===== src/rtl/ppu_bg_fetch_pkg.sv =====
// rtl/ppu_bg_fetch_pkg.sv - shared widths, map-entry layout, stage record and map address helper
package ppu_bg_fetch_pkg;

  localparam int SCREEN_W       = 320;
  localparam int MAP_ADDR_W     = 11;
  localparam int MAP_DATA_W     = 16;
  localparam int TILE_ADDR_W    = 15;
  localparam int TILE_DATA_W    = 8;
  localparam int PAL_ADDR_W     = 8;
  localparam int PAL_DATA_W     = 32;
  localparam int BG_MAP_W_TILES = 64;
  localparam int BG_MAP_H_TILES = 32;

  localparam logic [8:0] BG_LAST_X = 9'(SCREEN_W - 1);

  typedef struct packed {
    logic [4:0] rsvd;
    logic       vflip;
    logic       hflip;
    logic [8:0] tile;
  } bg_map_entry_t;

  // One pixel travelling down the fetch pipeline
  typedef struct packed {
    logic       valid;
    logic       en;
    logic [8:0] x;
    logic [2:0] row;
    logic [2:0] col;
    logic       opaque;
  } bg_stage_t;

  function automatic logic [MAP_ADDR_W-1:0] bg_map_addr(input logic [8:0] bx, input logic [7:0] by);
    return {by[7:3], bx[8:3]};
  endfunction

endpackage


===== src/rtl/ppu_bg_fetch_if.sv =====
// rtl/ppu_bg_fetch_if.sv - line control, RAM read ports and pixel stream of the BG fetcher
interface ppu_bg_fetch_if;
  import ppu_bg_fetch_pkg::*;

  logic                   line_start;
  logic [7:0]             line_y;
  logic [8:0]             scroll_x;
  logic [7:0]             scroll_y;
  logic                   bg_enable;

  logic                   map_re;
  logic [MAP_ADDR_W-1:0]  map_addr;
  logic [MAP_DATA_W-1:0]  map_rdata;
  logic                   tile_re;
  logic [TILE_ADDR_W-1:0] tile_addr;
  logic [TILE_DATA_W-1:0] tile_rdata;
  logic                   pal_re;
  logic [PAL_ADDR_W-1:0]  pal_addr;
  logic [PAL_DATA_W-1:0]  pal_rdata;

  logic                   px_valid;
  logic                   px_ready;
  logic [8:0]             px_x;
  logic [PAL_DATA_W-1:0]  px_color;
  logic                   px_opaque;

  logic                   busy;
  logic                   line_done;
  logic                   overrun;

  modport master (
    input  line_start, line_y, scroll_x, scroll_y, bg_enable,
    input  map_rdata, tile_rdata, pal_rdata, px_ready,
    output map_re, map_addr, tile_re, tile_addr, pal_re, pal_addr,
    output px_valid, px_x, px_color, px_opaque, busy, line_done, overrun
  );

  modport slave (
    output line_start, line_y, scroll_x, scroll_y, bg_enable,
    output map_rdata, tile_rdata, pal_rdata, px_ready,
    input  map_re, map_addr, tile_re, tile_addr, pal_re, pal_addr,
    input  px_valid, px_x, px_color, px_opaque, busy, line_done, overrun
  );

endinterface


===== src/rtl/ppu_bg_fetch.sv =====
// rtl/ppu_bg_fetch.sv - background scanline fetcher: map -> tile -> palette -> 320-pixel stream
// Build option PPU_BG_FLIP_EN: honour the hflip/vflip bits of each map entry.
module ppu_bg_fetch
  import ppu_bg_fetch_pkg::*;
(
  input  logic           clk,
  input  logic           rst_n,
  ppu_bg_fetch_if.master bus
);

  localparam logic [1:0] ST_IDLE  = 2'd0;
  localparam logic [1:0] ST_RUN   = 2'd1;
  localparam logic [1:0] ST_DRAIN = 2'd2;

  logic [1:0]            r_state;
  logic [8:0]            r_x;
  logic [8:0]            r_sx;
  logic [7:0]            r_by;
  logic                  r_en;
  bg_stage_t             r_st [1:3];
  logic                  r_px_valid;
  logic [8:0]            r_px_x;
  logic [PAL_DATA_W-1:0] r_px_color;
  logic                  r_px_opaque;

  logic                  w_adv;
  logic                  w_run;
  logic                  w_busy;
  logic                  w_done;
  logic                  w_start;
  logic [8:0]            w_bx;
  bg_map_entry_t         w_entry;
  logic                  w_hflip;
  logic                  w_vflip;
  logic                  w_tile_act;
  logic                  w_pal_act;
  logic                  w_out_opaque;
  bg_stage_t             w_s1_d;
  bg_stage_t             w_s3_d;
  logic                  w_unused;

  assign w_adv   = !r_px_valid || bus.px_ready;
  assign w_run   = (r_state == ST_RUN);
  assign w_busy  = (r_state != ST_IDLE);
  assign w_done  = (r_state == ST_DRAIN) && r_px_valid && bus.px_ready && (r_px_x == BG_LAST_X);
  // A new line may start in the very cycle the previous line's last pixel leaves
  assign w_start = bus.line_start && ((r_state == ST_IDLE) || w_done);
  assign w_bx    = r_x + r_sx;
  assign w_entry = bg_map_entry_t'(bus.map_rdata);

`ifdef PPU_BG_FLIP_EN
  assign w_hflip = w_entry.hflip;
  assign w_vflip = w_entry.vflip;
`else
  assign w_hflip = 1'b0;
  assign w_vflip = 1'b0;
`endif

  always_comb begin
    w_s1_d        = '0;
    w_s1_d.valid  = w_run;
    w_s1_d.en     = r_en;
    w_s1_d.x      = r_x;
    w_s1_d.row    = r_by[2:0];
    w_s1_d.col    = w_bx[2:0];
    w_s3_d        = r_st[2];
    w_s3_d.opaque = r_st[2].en && (bus.tile_rdata != '0);
  end

  always_ff @(posedge clk or negedge rst_n) begin
    if (!rst_n) begin
      r_state <= ST_IDLE;
      r_x     <= '0;
      r_sx    <= '0;
      r_by    <= '0;
      r_en    <= 1'b0;
    end else if (w_start) begin
      r_state <= ST_RUN;
      r_x     <= '0;
      r_sx    <= bus.scroll_x;
      r_by    <= bus.line_y + bus.scroll_y;
      r_en    <= bus.bg_enable;
    end else begin
      case (r_state)
        ST_RUN: begin
          if (w_adv) begin
            if (r_x == BG_LAST_X) begin
              r_state <= ST_DRAIN;
              r_x     <= '0;
            end else begin
              r_x <= r_x + 9'd1;
            end
          end
        end
        ST_DRAIN: begin
          if (w_done) r_state <= ST_IDLE;
        end
        default: r_state <= ST_IDLE;
      endcase
    end
  end

  // Everything moves together on adv, so each RAM still holds the word its stage needs
  always_ff @(posedge clk or negedge rst_n) begin
    if (!rst_n) begin
      for (int i = 1; i <= 3; i++) r_st[i] <= '0;
      r_px_valid  <= 1'b0;
      r_px_x      <= '0;
      r_px_color  <= '0;
      r_px_opaque <= 1'b0;
    end else if (w_adv) begin
      r_st[1]     <= w_s1_d;
      r_st[2]     <= r_st[1];
      r_st[3]     <= w_s3_d;
      r_px_valid  <= r_st[3].valid;
      r_px_x      <= r_st[3].x;
      r_px_opaque <= w_out_opaque;
      r_px_color  <= w_out_opaque ? bus.pal_rdata : '0;
    end
  end

  assign w_out_opaque = r_st[3].valid && r_st[3].opaque;
  assign w_tile_act   = r_st[1].valid && r_st[1].en;
  assign w_pal_act    = r_st[2].valid && r_st[2].en;

  assign bus.map_re    = w_run && r_en && w_adv;
  assign bus.map_addr  = w_run ? bg_map_addr(w_bx, r_by) : '0;
  assign bus.tile_re   = w_tile_act && w_adv;
  assign bus.tile_addr = w_tile_act ? {w_entry.tile, r_st[1].row ^ {3{w_vflip}}, r_st[1].col ^ {3{w_hflip}}} : '0;
  assign bus.pal_re    = w_pal_act && w_adv;
  assign bus.pal_addr  = w_pal_act ? bus.tile_rdata : '0;

  assign bus.px_valid  = r_px_valid;
  assign bus.px_x      = r_px_x;
  assign bus.px_color  = r_px_color;
  assign bus.px_opaque = r_px_opaque;
  assign bus.busy      = w_busy;
  assign bus.line_done = w_done;
  assign bus.overrun   = bus.line_start && w_busy && !w_start;

  assign w_unused = ^{w_entry.rsvd, w_entry.hflip, w_entry.vflip,
                      r_st[3].en, r_st[3].row, r_st[3].col};

endmodule

===== src/flat_wrapper.sv =====
// flat-port wrapper written by rule: the top's interface ports become plain ports
module ppu_bg_fetch_flat import ppu_bg_fetch_pkg::*;
  (clk, rst_n, bus_line_start, bus_line_y, bus_scroll_x, bus_scroll_y, bus_bg_enable, bus_map_rdata, bus_tile_rdata, bus_pal_rdata, bus_px_ready, bus_map_re, bus_map_addr, bus_tile_re, bus_tile_addr, bus_pal_re, bus_pal_addr, bus_px_valid, bus_px_x, bus_px_color, bus_px_opaque, bus_busy, bus_line_done, bus_overrun);
  ppu_bg_fetch_if bus_i ();
  input  logic clk;
  input  logic rst_n;
  input wire logic [$bits(bus_i.line_start)-1:0] bus_line_start;
  input wire logic [$bits(bus_i.line_y)-1:0] bus_line_y;
  input wire logic [$bits(bus_i.scroll_x)-1:0] bus_scroll_x;
  input wire logic [$bits(bus_i.scroll_y)-1:0] bus_scroll_y;
  input wire logic [$bits(bus_i.bg_enable)-1:0] bus_bg_enable;
  input wire logic [$bits(bus_i.map_rdata)-1:0] bus_map_rdata;
  input wire logic [$bits(bus_i.tile_rdata)-1:0] bus_tile_rdata;
  input wire logic [$bits(bus_i.pal_rdata)-1:0] bus_pal_rdata;
  input wire logic [$bits(bus_i.px_ready)-1:0] bus_px_ready;
  output wire logic [$bits(bus_i.map_re)-1:0] bus_map_re;
  output wire logic [$bits(bus_i.map_addr)-1:0] bus_map_addr;
  output wire logic [$bits(bus_i.tile_re)-1:0] bus_tile_re;
  output wire logic [$bits(bus_i.tile_addr)-1:0] bus_tile_addr;
  output wire logic [$bits(bus_i.pal_re)-1:0] bus_pal_re;
  output wire logic [$bits(bus_i.pal_addr)-1:0] bus_pal_addr;
  output wire logic [$bits(bus_i.px_valid)-1:0] bus_px_valid;
  output wire logic [$bits(bus_i.px_x)-1:0] bus_px_x;
  output wire logic [$bits(bus_i.px_color)-1:0] bus_px_color;
  output wire logic [$bits(bus_i.px_opaque)-1:0] bus_px_opaque;
  output wire logic [$bits(bus_i.busy)-1:0] bus_busy;
  output wire logic [$bits(bus_i.line_done)-1:0] bus_line_done;
  output wire logic [$bits(bus_i.overrun)-1:0] bus_overrun;
  assign bus_i.line_start = bus_line_start;
  assign bus_i.line_y = bus_line_y;
  assign bus_i.scroll_x = bus_scroll_x;
  assign bus_i.scroll_y = bus_scroll_y;
  assign bus_i.bg_enable = bus_bg_enable;
  assign bus_i.map_rdata = bus_map_rdata;
  assign bus_i.tile_rdata = bus_tile_rdata;
  assign bus_i.pal_rdata = bus_pal_rdata;
  assign bus_i.px_ready = bus_px_ready;
  assign bus_map_re = bus_i.map_re;
  assign bus_map_addr = bus_i.map_addr;
  assign bus_tile_re = bus_i.tile_re;
  assign bus_tile_addr = bus_i.tile_addr;
  assign bus_pal_re = bus_i.pal_re;
  assign bus_pal_addr = bus_i.pal_addr;
  assign bus_px_valid = bus_i.px_valid;
  assign bus_px_x = bus_i.px_x;
  assign bus_px_color = bus_i.px_color;
  assign bus_px_opaque = bus_i.px_opaque;
  assign bus_busy = bus_i.busy;
  assign bus_line_done = bus_i.line_done;
  assign bus_overrun = bus_i.overrun;
  ppu_bg_fetch u_core (.clk(clk), .rst_n(rst_n), .bus(bus_i));
endmodule

===== config.mk =====
export PLATFORM = sky130hd
export DESIGN_NAME = ppu_bg_fetch_flat
export DESIGN_NICKNAME = d
export VERILOG_FILES = /design/src/rtl/ppu_bg_fetch_pkg.sv /design/src/rtl/ppu_bg_fetch_if.sv /design/src/rtl/ppu_bg_fetch.sv /design/src/flat_wrapper.sv
export SDC_FILE = /design/constraint.sdc
export NUM_CORES = 1
export LEC_CHECK = 0
export BUFFER_PORTS_ARGS = -buffer_cell sky130_fd_sc_hd__buf_2
export CAP_MARGIN = 30
export CORE_AREA = 2 2 110 112
export CTS_CLUSTER_DIAMETER = 150
export CTS_CLUSTER_SIZE = 8
export DETAILED_ROUTE_END_ITERATION = 8
export DIE_AREA = 0 0 112 114
export PLACE_DENSITY = 0.73
export RECOVER_POWER = 100
export SETUP_SLACK_MARGIN = 0.15
export SLEW_MARGIN = 0
export SYNTH_ARGS = -nofsm -noshare
export SYNTH_HDL_FRONTEND = slang
export SYNTH_SLANG_ARGS = --single-unit

===== constraint.sdc =====
create_clock -name clk -period 2.3 [get_ports clk]
set_input_delay 0.345 -clock clk [delete_from_list [all_inputs] [get_ports clk]]
set_output_delay 0.345 -clock clk [all_outputs]
set_load 0.01 [all_outputs]

==> flow_metrics.py, run 1 <==
metrics = {
    "worst_setup_path": {
        "cp.arrival_ns": 2.28,
        "max_stage_delay_ns": 0.39,
        "worstSetupPathType": "register to output port",
        "end_kind": "output port",
        "slowest_stage": "dfrtp_1",
        "startpoint_type": "register",
        "cp_max_fo": 3,
        "cp_data_required_time_ns": 1.96,
        "rrSetupSlack_ns": 0.05,
        "crit_chain": "ha_2 > fa_2 > a211oi_4 > o21ai_1 > a31oi_1 > mux2i_1 > buf_2",
    },
    "die": {
        "core_area_sq_mm": 0.0117,
        "rows": 40,
        "fp.dieArea_sq_mm": 0.0128,
        "die_w_microns": 112,
        "io_pins": 169,
        "die_y_microns": 114,
        "start_util_pct": 44.9,
    },
    "clock_tree": {
        "clock_latency_ns": 0.35,
        "cts.clk_slew.worst_paths_ns": 0.08,
        "htree_num_levels": 3,
        "clk_path_buf_depth": 2,
        "cts_hold_buffers": 0,
        "cts_root_buf": "clkbuf_16",
        "cts_tree": "built",
        "cts_sinks": 111,
        "numCtsBuffers": 9,
    },
    "sta": {
        "worst_clock_skew_ns": 0.0110,
        "hold_viol_final": 0,
        "tightest_slew_ns": 1.31,
        "slew_violations": 0,
        "max_freq_ghz": 0.380,
        "post-route-period-util_pct": 114,
        "setup_ws_ns": -0.329,
        "min_period_ns": 2.63,
        "finalSetupViolations": 5,
        "relSlewSlack_pct": 12.5,
        "grt_setup_unrepaired": "yes",
    },
    "power_and_ir_drop": {
        "p_leak_uw": 0.00350,
        "power_density_mw_per_mm2": 552,
        "peakVddDrop_uv": 330,
    },
    "logic_synthesis": {
        "synth_edf_count": 0,
        "yosys.area.top_type": "dfrtp_1",
        "async_flop_share_pct": 100,
        "synthCells": 527,
        "ys_types": 53,
        "yosys_warnings": 0,
        "synth.avg_cell_area_sq_um": 9.99,
        "synth_fp_nets": 631,
        "yosys.area.top_type_share_pct": 52.8,
        "synth_area_sq_mm": 0.00526,
        "synthTopCellsByArea": "dfrtp_1 (53%), nand2_1 (10%), a22o_1 (5.3%), ha_1 (3.8%), and3_1 (3.4%)",
        "synthFlopType": "dfrtp_1",
        "synth.most_common_cell": "nand2_1",
        "ys_seq_elements": 111,
        "yosysSeqAreaShare_pct": 52.8,
        "yosys-top-cells-count": "nand2_1 (147), dfrtp_1 (111), a22o_1 (32)",
    },
    "min_path": {
        "worst_hold_path_type": "primary input to register",
    },
    "grt": {
        "grt_pass1_vias": 4273,
        "met3_usage_pct": 3.51,
        "grt_overflow_total": 0,
        "grt_use_met1_pct": 25.8,
        "grt_busiest_layer": "met2",
        "grt_use_met2_pct": 33.9,
        "groute.usage.overall_pct": 19.8,
        "antenna_found_initial": 0,
        "grt_max_degree": 56,
        "grt_pass1_wl_mm": 20.5,
    },
    "placed_design": {
        "globalplace.congestion": 0.804,
        "port_buffers": 161,
        "preCtsSetupSlack_ns": -0.0412,
        "dp_hpwl_mm": 8.98,
        "place_area_sq_mm": 0.00633,
    },
    "status": {
        "outcome": "complete, but fails checks",
        "violations": "setup timing",
    },
    "layout": {
        "seqCellArea_sq_mm": 0.00278,
        "multi_input_area_sq_mm": 0.00241,
        "layout.nets": 802,
        "diodes": 0,
        "fillers": 1099,
        "design_area_sq_mm": 0.00663,
        "drive_gt1_share_pct": 22.5,
        "area_delta_synth_final_pct": 26.0,
    },
    "run": {
        "drv_cap": 0,
    },
    "routing": {
        "avgRoutedWirePerCell_microns": 14.9,
        "routed_wl_mm": 12.7,
        "drtPass1Iterations": 4,
        "drtIter0Drc": 270,
        "drc": 0,
        "avgViaCountPerCell": 5.20,
        "ant_nets": 0,
        "vias": 4418,
    },
}
==> cell usage in the layout (no fill, tap or decap), types with 3 or more instances in the layout <==
cell	instances
nand2_1	147
dfrtp_1	110
buf_2	87
clkbuf_1	75
a22o_1	32
and3_1	29
buf_4	17
nor2_1	14
ha_1	13
o21ai_0	12
nand2b_1	11
inv_1	9
clkbuf_16	9
mux2_2	8
a21oi_1	7
mux2_1	7
mux2i_1	6
nand4_1	6
a21o_1	5
nand3_1	5
and2_1	4
xor2_1	4
a31oi_1	4
a211oi_1	4
clkbuf_2	4
nor3_1	3
nor3b_1	3
nand3b_1	3
xnor2_1	3
or4_1	3
clkbuf_4	3
==> path summary, 6_finish.rpt <==
| check | from | end | cells after the start |
|---|---|---|---|
| worst max-delay path | u_core.r_sx[0] | bus_map_addr[5] | 7 |
| worst min-delay path | bus_pal_rdata[31] | u_core.bus.px_color[31] | 2 |
| worst max register to register | u_core.bus.px_x[7] | u_core.r_by[4] | 6 |
| worst min register to register | u_core.r_st[42] | u_core.r_st[42] | 2 |
| max in group asynchronous | rst_n | u_core.r_x[5] | 2 |
| min in group asynchronous | rst_n | u_core.bus.px_valid | 1 |
==> final cells by class <==
cell class / instances / area share, %
sequential: 111 / 41.9
clock buffer: 11 / 3.81
inverter: 9 / 0.510
tap: 147 / 2.77
clock inverter: 5 / 0.585
multi-input combinational: 378 / 36.4
timing repair buffer: 189 / 14.0
==> metal layers <==
| layer | part of all wire (%) | routed length (microns) |
|---|---|---|
| met2 | 50 | 6340 |
| met5 | 0 | 0 |
| met4 | 2.0 | 250 |
| met1 | 44 | 5520 |
| met3 | 4.4 | 558 |
==> sequential cells by signal (all words and copies together), names as in the netlist <==
signal,cells
u_core.bus.px_opaque,1
u_core.r_en,1
u_core.r_sx,9
u_core.bus.px_x,9
u_core.r_x,9
u_core.r_st,39
u_core.bus.px_valid,1
u_core.r_state,2
u_core.r_by,8
u_core.bus.px_color,32
==> cell families after synthesis <==
logic type	Yosys count	share of synthesized area, %
simple gates	245	22.0
flops	111	52.8
compound gates	87	12.2
buf+inv	38	2.95
mux	21	4.35
fa+ha+maj	18	4.56
xor+xnor	7	1.16
==> critical path: cells and delay by family (launching register included) <==
kind	cells	cell delay, ns
adders and majority gates	2	0.57
DFF	1	0.39
muxes	1	0.25
buffers and inverters	1	0.16
AOI/OAI and AO/OA	3	0.56
==> timing repair <==
item | 4_1_cts | 5_1_grt
gates resized for setup | 10 | 13
buffers inserted | 5 | 3
setup endpoints to repair | 7 | 23
pin swaps | 4 | 9
==> where the power goes <==
| group | leakage, uW | switching, uW | internal [uW] | total [uW] |
|---|---|---|---|---|
| clock | 0.000148 | 707 | 804 | 1510 |
| sequential | 0.00145 | 0 | 1950 | 1950 |
| combinational | 0.00191 | 110 | 90.1 | 200 |
| total | 0.00350 | 818 | 2840 | 3660 |
==> stage by stage <==
stage	TNS, ns	hold slack, ns	total power (uW)	cells	util (%)
after floorplan	0	0.0494	2060	527	-
after global placement	0	0.423	2190	826	54.0
after detailed placement	-0.0412	0.436	2190	826	54.0
after CTS	-0.954	0.0653	3710	847	57.1
after global routing	-2.39	0.212	3810	850	56.6
final	-1.00	0.211	3660	850	56.6
Power figures use the tool's default switching activity.
==> run 2: changes to the inputs <==
==> constraint.sdc (replaced) <==
create_clock -name clk -period 2.3 [get_ports clk]
set_input_delay 0.23 -clock clk [delete_from_list [all_inputs] [get_ports clk]]
set_output_delay 0.23 -clock clk [all_outputs]
set_load 0.01 [all_outputs]
==> flow_metrics.py, run 2 (synthesized netlist as in run 1, its figures left out) <==
metrics = {
    "grt": {
        "grt_overflow_total": 0,
        "grt_max_degree": 62,
        "groute.usage.overall_pct": 20.2,
        "grt_pass1_wl_mm": 20.9,
        "grt_pass1_vias": 4507,
        "antenna_found_initial": 0,
    },
    "sta": {
        "slew_violations": 0,
        "max_freq_ghz": 0.396,
        "tightest_slew_ns": 1.46,
        "worst_clock_skew_ns": 0.00833,
        "post-route-period-util_pct": 110,
        "relSlewSlack_pct": 2.69,
        "min_period_ns": 2.53,
        "hold_viol_final": 0,
        "setup_ws_ns": -0.225,
        "finalSetupViolations": 15,
        "grt_setup_unrepaired": "yes",
    },
    "layout": {
        "final_cells": 844,
        "regMostFlops": "u_core.r_st",
        "drive_gt1_share_pct": 21.8,
        "final_common_cell": "nand2_1",
        "design_area_sq_mm": 0.00658,
        "final_cell_mix": "nand2_1 (147), dfrtp_1 (108), buf_2 (88), clkbuf_1 (77), a22o_1 (32)",
        "fin_util_pct": 56.2,
        "area_delta_synth_final_pct": 25.0,
        "diodes": 0,
        "fillers": 1077,
        "largest_reg_flops": 39,
        "layout.nets": 796,
    },
    "worst_setup_path": {
        "cp_max_fo": 3,
        "end_kind": "output port",
        "crit_start": "u_core.r_x[0]",
        "cp.arrival_ns": 2.30,
        "startpoint_type": "register",
        "worstRegToRegCells": 5,
        "rrSetupSlack_ns": -0.05,
        "worstSetupPathType": "register to output port",
        "r2r_start": "u_core.bus.px_x[7]",
        "endpoint": "bus_map_addr[5]",
        "r2r-end": "u_core.r_sx[1]",
        "cp_data_required_time_ns": 2.07,
    },
    "run": {
        "drv_cap": 0,
    },
    "clock_tree": {
        "clk_path_buf_depth": 2,
        "cts_sinks": 111,
        "clock_latency_ns": 0.35,
        "cts_root_buf": "clkbuf_16",
        "numCtsBuffers": 9,
        "cts_tree": "built",
        "cts.clk_slew.worst_paths_ns": 0.07,
        "htree_num_levels": 3,
    },
    "placed_design": {
        "place_area_sq_mm": 0.00626,
        "dp_hpwl_mm": 8.84,
        "globalplace.congestion": 0.837,
        "place_inst": 818,
        "port_buffers": 161,
    },
    "die": {
        "die_w_microns": 112,
        "rows": 40,
        "io_pins": 169,
        "fp.dieArea_sq_mm": 0.0128,
        "die_y_microns": 114,
        "core_area_sq_mm": 0.0117,
        "start_util_pct": 44.9,
    },
    "routing": {
        "drtPass1Iterations": 4,
        "drtIter0Drc": 269,
        "vias": 4503,
        "avgRoutedWirePerCell_microns": 15.2,
        "drc": 0,
        "routed_wl_mm": 12.8,
        "avgViaCountPerCell": 5.34,
        "ant_nets": 0,
    },
    "power_and_ir_drop": {
        "p_leak_uw": 0.00345,
        "peakVddDrop_uv": 435,
        "power_density_mw_per_mm2": 561,
    },
    "status": {
        "outcome": "complete, but fails checks",
        "violations": "setup timing",
    },
    "min_path": {
        "worst_hold_path_type": "primary input to register",
    },
}
[run 2: cell count changes in the layout (fill, tap and decap cells not counted), sizes merged]
cell / change
buf: -4
bufinv: +1
clkbuf: -2
clkinv: -2
clkinvlp: +1
dlygate4sd3: +1
inv: -1
[run 2: worst min path at each step]
stage                      startpoint                      end  cells after the start
CTS                  bus_pal_rdata[4]   u_core.bus.px_color[4]                      2
floorplan                       rst_n   u_core.bus.px_color[0]                      0
detailed placement              rst_n       u_core.bus.px_x[3]                      1
global route         bus_pal_rdata[6]   u_core.bus.px_color[6]                      2
finish              bus_pal_rdata[26]  u_core.bus.px_color[26]                      2
global placement                rst_n      u_core.bus.px_valid                      1
[run 2: report_power, final]
part / switching, uW / internal [uW] / total [uW]
clock: 686 / 852 / 1540
combinational: 108 / 92.0 / 200
sequential: 0 / 1950 / 1950
[run 2: cell type report]
type / instances / area, sq um / area share, %
well taps: 147 / 184 / 2.79
multi-input cells: 378 / 2400 / 36.5
repair buffers: 183 / 886 / 13.5
inverters: 9 / 33.8 / 0.513
clock inverters: 4 / 55.1 / 0.837
clock buffers: 12 / 236 / 3.59
flip-flops and latches: 111 / 2780 / 42.3
[run 2: metrics by stage]
step | setup WS [ns] | power [uW] | TNS, ns | hold WS (ns)
6_report | -0.225 | 3690 | -1.53 | 0.0923
5_1_grt | -0.322 | 3840 | -2.29 | 0.0936
4_1_cts | -0.236 | 3730 | -0.564 | 0.0914
3_5_place_dp | 0.0399 | 2190 | 0 | 0.354
3_3_place_gp | 0.0902 | 2190 | 0 | 0.341
2_1_floorplan | 0.209 | 2060 | 0 | -0.0656
[run 2: critical path, stage by stage, from the launching register on]
cell and delay [ns]:
dfrtp_1 0.42, ha_4 0.19, fa_2 0.42, a211oi_4 0.28
o21ai_1 0.10, a31oi_1 0.19, mux2i_1 0.20, buf_2 0.16
[run 2: repair_timing]
action | 4_1_cts | 5_1_grt
hold buffers | 1 | 0
setup endpoints to repair | 6 | 7
hold endpoints to repair | 59 | 0
buffers inserted | 5 | 4
gates resized for setup | 19 | 5
pin swaps | 11 | 5
[run 2: metal layers]
| metal | wire length (microns) | GRT usage, % | up-vias |
|---|---|---|---|
| met4 | 236 | 8.86 | 0 |
| li1 | - | - | 2156 |
| met1 | 5560 | 26.3 | 2179 |
| met5 | 0 | 0 | - |
| met2 | 6220 | 33.3 | 149 |
| met3 | 781 | 3.67 | 19 |
